`config.mk`:
```
export PLATFORM = sky130hd
export DESIGN_NAME = hue_sequencer_flat
export DESIGN_NICKNAME = d
export VERILOG_FILES = /design/src/rtl/hue_sequencer_if.sv /design/src/rtl/hue_sequencer.sv /design/src/flat_wrapper.sv
export SDC_FILE = /design/constraint.sdc
export NUM_CORES = 1
export LEC_CHECK = 0
export ABC_AREA = 1
export CAP_MARGIN = 20
export CORE_MARGIN = 3
export CORE_UTILIZATION = 56
export CTS_CLUSTER_DIAMETER = 80
export DETAILED_ROUTE_END_ITERATION = 8
export GPL_TIMING_DRIVEN = 0
export PLACE_DENSITY = 0.8
export SLEW_MARGIN = 10
export SYNTH_ARGS = -nofsm -noshare
export SYNTH_HDL_FRONTEND = slang
export SYNTH_SLANG_ARGS = --single-unit
```
`constraint.sdc`:
```
create_clock -name clk -period 3 [get_ports clk]
set_clock_uncertainty 0.15 [all_clocks]
set_input_delay 0.45 -clock clk [delete_from_list [all_inputs] [get_ports clk]]
set_output_delay 0.45 -clock clk [all_outputs]
set_load 0.05 [all_outputs]
```
`src/rtl/hue_sequencer_if.sv`:
```
// Control/status bundle between the hue sequencer and its host/PWM stages.
interface hue_sequencer_if #(
    parameter int PWM_INTERVAL = 1200
) ();
    localparam int DW = $clog2(PWM_INTERVAL);

    logic          en;
    logic          restart;
    logic [DW-1:0] pwm_value_R;
    logic [DW-1:0] pwm_value_G;
    logic [DW-1:0] pwm_value_B;
    logic [2:0]    segment;
    logic          update;

    // Host side: drives control, observes duty values.
    modport master (
        output en, restart,
        input  pwm_value_R, pwm_value_G, pwm_value_B, segment, update
    );

    // Sequencer side.
    modport slave (
        input  en, restart,
        output pwm_value_R, pwm_value_G, pwm_value_B, segment, update
    );
endinterface

```
`src/rtl/hue_sequencer.sv`:
```
// Hue wheel sequencer: ramps one colour channel at a time through six
// segments and presents registered R/G/B duty values with an update strobe.
module hue_sequencer #(
    parameter int PWM_INTERVAL = 1200,
    parameter int STEP_CYCLES  = 12000,
    parameter int DUTY_INC     = 12
) (
    input  logic           clk,
    input  logic           rst_n,
    hue_sequencer_if.slave bus
);
    localparam int DW = $clog2(PWM_INTERVAL);
    localparam int TW = (STEP_CYCLES > 1) ? $clog2(STEP_CYCLES) : 1;
    localparam logic [DW-1:0] DUTY_MAX = DW'(PWM_INTERVAL - 1);
    localparam logic [DW:0]   INC_W    = (DW + 1)'(DUTY_INC);
    localparam logic [TW-1:0] T_LAST   = TW'(STEP_CYCLES - 1);

    logic [TW-1:0] timer_q, timer_d;
    logic [DW-1:0] ramp_q, ramp_d;
    logic [2:0]    seg_q, seg_d;
    logic [DW-1:0] r_q, r_d, g_q, g_d, b_q, b_d;
    logic          upd_q, upd_d;

    logic          step;
    logic [DW:0]   ramp_sum;
    logic [DW-1:0] duty_r, duty_g, duty_b;

    assign step     = bus.en && (timer_q == T_LAST);
    // One bit wider so a large increment near the top cannot wrap.
    assign ramp_sum = {1'b0, ramp_q} + INC_W;

    // Timer / ramp / segment next state; restart beats a coincident step.
    always_comb begin
        timer_d = timer_q;
        ramp_d  = ramp_q;
        seg_d   = seg_q;
        upd_d   = 1'b0;
        if (bus.restart) begin
            timer_d = '0;
            ramp_d  = '0;
            seg_d   = '0;
            upd_d   = 1'b1;
        end else if (bus.en) begin
            timer_d = step ? '0 : timer_q + TW'(1);
            if (step) begin
                upd_d = 1'b1;
                if (ramp_q == DUTY_MAX) begin
                    ramp_d = '0;
                    seg_d  = (seg_q == 3'd5) ? 3'd0 : seg_q + 3'd1;
                end else if (ramp_sum > {1'b0, DUTY_MAX}) begin
                    ramp_d = DUTY_MAX;
                end else begin
                    ramp_d = ramp_sum[DW-1:0];
                end
            end
        end
    end

    // Duty mapping of the post-step ramp/segment onto the three channels.
    always_comb begin
        duty_r = '0;
        duty_g = '0;
        duty_b = '0;
        case (seg_d)
            3'd0:    begin duty_r = DUTY_MAX;          duty_g = ramp_d;            end
            3'd1:    begin duty_r = DUTY_MAX - ramp_d; duty_g = DUTY_MAX;          end
            3'd2:    begin duty_g = DUTY_MAX;          duty_b = ramp_d;            end
            3'd3:    begin duty_g = DUTY_MAX - ramp_d; duty_b = DUTY_MAX;          end
            3'd4:    begin duty_r = ramp_d;            duty_b = DUTY_MAX;          end
            3'd5:    begin duty_r = DUTY_MAX;          duty_b = DUTY_MAX - ramp_d; end
            default: begin duty_r = DUTY_MAX;                                      end
        endcase
    end

    // Outputs only reload on a step or restart, so they stay frozen otherwise.
    always_comb begin
        r_d = r_q;
        g_d = g_q;
        b_d = b_q;
        if (upd_d) begin
            r_d = duty_r;
            g_d = duty_g;
            b_d = duty_b;
        end
    end

    // State and output registers with synchronous active-low reset.
    always_ff @(posedge clk) begin
        if (!rst_n) begin
            timer_q <= '0;
            ramp_q  <= '0;
            seg_q   <= '0;
            r_q     <= DUTY_MAX;
            g_q     <= '0;
            b_q     <= '0;
            upd_q   <= 1'b0;
        end else begin
            timer_q <= timer_d;
            ramp_q  <= ramp_d;
            seg_q   <= seg_d;
            r_q     <= r_d;
            g_q     <= g_d;
            b_q     <= b_d;
            upd_q   <= upd_d;
        end
    end

    assign bus.pwm_value_R = r_q;
    assign bus.pwm_value_G = g_q;
    assign bus.pwm_value_B = b_q;
    assign bus.segment     = seg_q;
    assign bus.update      = upd_q;
endmodule

```
`src/flat_wrapper.sv`:
```
// flat-port wrapper written by rule: the top's interface ports become plain ports
module hue_sequencer_flat 
#(
    parameter int PWM_INTERVAL = 1200,
    parameter int STEP_CYCLES  = 12000,
    parameter int DUTY_INC     = 12
)
  (clk, rst_n, bus_en, bus_restart, bus_pwm_value_R, bus_pwm_value_G, bus_pwm_value_B, bus_segment, bus_update);
  hue_sequencer_if #(.PWM_INTERVAL(PWM_INTERVAL)) bus_i ();
  input  logic clk;
  input  logic rst_n;
  input wire logic [$bits(bus_i.en)-1:0] bus_en;
  input wire logic [$bits(bus_i.restart)-1:0] bus_restart;
  output wire logic [$bits(bus_i.pwm_value_R)-1:0] bus_pwm_value_R;
  output wire logic [$bits(bus_i.pwm_value_G)-1:0] bus_pwm_value_G;
  output wire logic [$bits(bus_i.pwm_value_B)-1:0] bus_pwm_value_B;
  output wire logic [$bits(bus_i.segment)-1:0] bus_segment;
  output wire logic [$bits(bus_i.update)-1:0] bus_update;
  assign bus_i.en = bus_en;
  assign bus_i.restart = bus_restart;
  assign bus_pwm_value_R = bus_i.pwm_value_R;
  assign bus_pwm_value_G = bus_i.pwm_value_G;
  assign bus_pwm_value_B = bus_i.pwm_value_B;
  assign bus_segment = bus_i.segment;
  assign bus_update = bus_i.update;
  hue_sequencer #(.PWM_INTERVAL(PWM_INTERVAL), .STEP_CYCLES(STEP_CYCLES), .DUTY_INC(DUTY_INC)) u_core (.clk(clk), .rst_n(rst_n), .bus(bus_i));
endmodule
```
==> summary.md <==
| Metric | Value |
|---|---|
| Area Growth Syn to Fin | `21.4%` |
| Die H | `84.2 um` |
| Pwr/cell area | `387 mW/mm2` |
| Clock slew at reported path FFs | `70 ps` |
| Final wirelength | `9.13 mm` |
| Pleak | `1.80 nW` |
| Syn Nets | `503` |
| Top cell by count, worst path | `nand2_1` |
| Crit path largest cell delay | `370 ps` |
| Starting Density | `60.0%` |
| Startpoint Class | `flop` |
| Worst Path Buf+Inv | `2` |
| WP data arrival | `2880 ps` |
| Final setup fails | `0` |
| CTS buffer count | `9` |
| Peak supply drop | `0.378 mV` |
| Top cell type's share of synthesized area | `36.2%` |
| CP top delay family | `simple AND/OR/NAND/NOR gates` |
| Vias in the first global route | `3207` |
| Final hold viol count | `0` |
| Area of the multi-input gates | `0.00197 mm2` |
| Vias | `3350` |
| Chip width | `84.2 um` |
| Max-slew violations | `0` |
| Hold-fix buffers, CTS | `0` |
| DR WL/cell | `14.7 um` |
| GP Congestion | `0.942` |
| First-pass GRT wire length | `15.2 mm` |
| Average cell area after synthesis | `6.93 um2` |
| Largest net degree at the start of global routing | `11` |
| Hpwl dp | `6.93 mm` |
| First drt pass iteration count | `5` |
| Core Region | `0.00571 mm2` |
| Worst hold margin | `305 ps` |
| Fillers | `482` |
| Synth area leaders | `dfxtp_1, nand2_1, nor2_1` |
| Crit-path slowest cell | `dfxtp_1` |
| Worst Hold Class | `flop to flop` |
| Final min period | `2800 ps` |
| RR Endpoint | `u_core.bus.pwm_value_G[2]` |
| Ys Warns | `0` |
| Critical path capture point | `u_core.bus.pwm_value_G[2]` |
| Initial antenna violation count | `0` |
| Critical path origin | `u_core.timer_q[0]` |
| Grt ovf | `0` |
| Max Cap Viol | `0` |
| Register bit total from synthesis | `62` |
| Die area | `0.00709 mm2` |
| Root Driver | `clkbuf_8` |
| Port Buffers | `39` |
| Row cnt | `27` |
| Worst R2R Path Depth | `16` |
| # IOs | `41` |
| Final Cycle Share | `93.4%` |
| Most common cell in the netlist | `nand2_1` |
| Worst reg2reg startpoint | `u_core.timer_q[0]` |
| Worst-path cell chain | `ha_1 -> nand2_1 -> nor2_2 -> nand4_1 -> nor2_1 -> nand2_1 -> nor2_2 -> nor2_2 -> nand2_4 -> nor2_4 -> inv_2 -> nand2_1 -> inv_2 -> o21ai_1 -> o21ai_1 -> nand2_1` |
| Synth cell types | `45` |
| Setup_tns | `0 ps` |
| N_diodes | `0` |
| Slew headroom | `41.1%` |
| CTS sink count | `62` |
| Least-Margin Pin Slew | `880 ps` |
| Mapped Area | `0.00342 mm2` |
| Status | `finished clean` |
| Final nets | `553` |
| Share of cells above drive strength 1 | `15.5%` |
| Clock Tree Buf Depth | `2` |
| Required @ worst endpoint | `3080 ps` |
| DP Area | `0.00391 mm2` |
| Asr flop ratio synth | `0%` |
| H-tree levels | `3` |
| R2R Setup Slk | `200 ps` |
| Crit Path Class | `flop to flop` |
| Final setup margin | `198 ps` |
| Drt via density | `5.40` |
| DP Worst Slack | `-372 ps` |
| CP Capture Type | `flop` |
| Instance count of the mapped netlist | `494` |
| Commonest cells in the netlist | `nand2_1, dfxtp_1, nor2_1` |
| Max Clk Rate | `357 MHz` |
| CTS tree | `done` |
| Clock Latency Late Sink | `340 ps` |
| Post-synth top area cell | `dfxtp_1` |
| Sequential area share after synthesis | `36.2%` |
| Number of cells on the critical path | `16` |
| Final instance area | `0.00416 mm2` |
| Storage cell area | `0.00124 mm2` |
| Initial DRC Count | `203` |
| Total GRT Usage | `26.3%` |
| Top_reg_cell synth | `dfxtp_1` |
| CP Max Fanout | `9` |
| Post-synth EDFFs | `0` |
| DRC | `0` |
| Routed Antenna Nets | `0` |
-- timing repair --
item | in CTS | in global routing
gates cloned | 0 | 0
setup buffers | 0 | 0
gates resized for setup | 1 | 15
pin swaps | 0 | 2
setup endpoints to repair | 5 | 25
-- state kept, by name, summed over array words and instances, names as in the netlist --
register,count
u_core.bus.segment,3
u_core.bus.pwm_value_R,11
u_core.ramp_q,11
u_core.bus.pwm_value_G,11
u_core.bus.update,1
u_core.bus.pwm_value_B,11
u_core.timer_q,14
-- stage by stage --
step                      total power [mW]  std cells  utilization, %
after detailed placement             0.910        605            68.4
after CTS                             1.61        620            71.8
after floorplan                      0.888        494               -
after global routing                  1.66        620            72.8
final                                 1.61        620            72.8
after global placement               0.909        605            68.4
-- logic make-up (layout without fill, tap and decap cells) --
family / after synthesis / in the layout / synth area share (%)
adders and majority gates: 5 / 5 / 1.83
AOI/OAI and AO/OA: 76 / 76 / 14.0
buffers and inverters: 69 / 123 / 8.04
and+or+nand+nor: 275 / 275 / 38.1
xor gates and xnor gates: 7 / 7 / 1.79
DFF: 62 / 62 / 36.2
-- cell type report --
class,instances,share of cell area (%)
clock buffer,11,3.40
sequential,62,29.9
multi-input combinational,363,47.3
clock inverter,4,1.14
inverter,62,5.75
buffer,7,0.873
timing repair buffer,39,9.45
tap,72,2.17
-- tightest hold or removal path, delay by kind of cell, from the launching register on --
family | cells | cell delay (ps)
flops | 1 | 310
simple gates | 2 | 110
-- power breakdown --
group | total [mW] | switching (mW) | leakage, nW | internal, mW
combinational | 0.0631 | 0.0463 | 1.20 | 0.0168
clock | 0.718 | 0.319 | 0.0952 | 0.399
sequential | 0.829 | 0.00225 | 0.502 | 0.827
-- placed cells by master, fill, tap and decap left out, types with 2 or more instances in the layout --
cell / n
inv_1: 45
a31oi_1: 3
o21ai_2: 2
o21ai_1: 15
inv_2: 14
nor2_4: 8
nand3_4: 2
xor2_1: 2
a21oi_1: 18
nor3_4: 2
ha_2: 2
o22a_1: 3
clkbuf_1: 5
nand3_2: 4
nand3_1: 26
buf_2: 2
dfxtp_1: 60
clkdlybuf4s50_1: 38
a22oi_1: 2
nor2_1: 53
nand2_1: 141
nor2_2: 9
nor3_1: 8
a32o_1: 2
nor3_2: 3
clkbuf_8: 10
o22ai_2: 2
xnor2_1: 4
clkinv_2: 3
o22ai_1: 3
nand2_4: 4
dfxtp_2: 2
ha_1: 3
nor4_1: 4
o21ai_0: 17
nand4_1: 4
nand2_2: 5
-- how the worst min path moves through the flow --
stage / from / endpoint / slack (ps) / depth (start not counted)
floorplan: u_core.timer_q[12] / u_core.timer_q[12] / 310 / 1
global placement: u_core.bus.pwm_value_G[3] / u_core.bus.pwm_value_G[3] / 290 / 2
detailed placement: u_core.bus.pwm_value_R[4] / u_core.bus.pwm_value_R[4] / 290 / 2
CTS: u_core.bus.pwm_value_G[2] / u_core.bus.pwm_value_G[2] / 310 / 2
global route: u_core.bus.pwm_value_B[7] / u_core.bus.pwm_value_B[7] / 330 / 2
finish: u_core.bus.pwm_value_B[7] / u_core.bus.pwm_value_B[7] / 310 / 2
-- layer usage --
metal	routed length (um)	vias to the layer above	track usage (%)
met1	4330	1531	35.7
met2	4010	108	41.2
met3	531	21	4.32
met4	258	0	11.3
li1	-	1690	-
met5	0	-	0
Note: power is estimated with default switching activity, not from simulation.
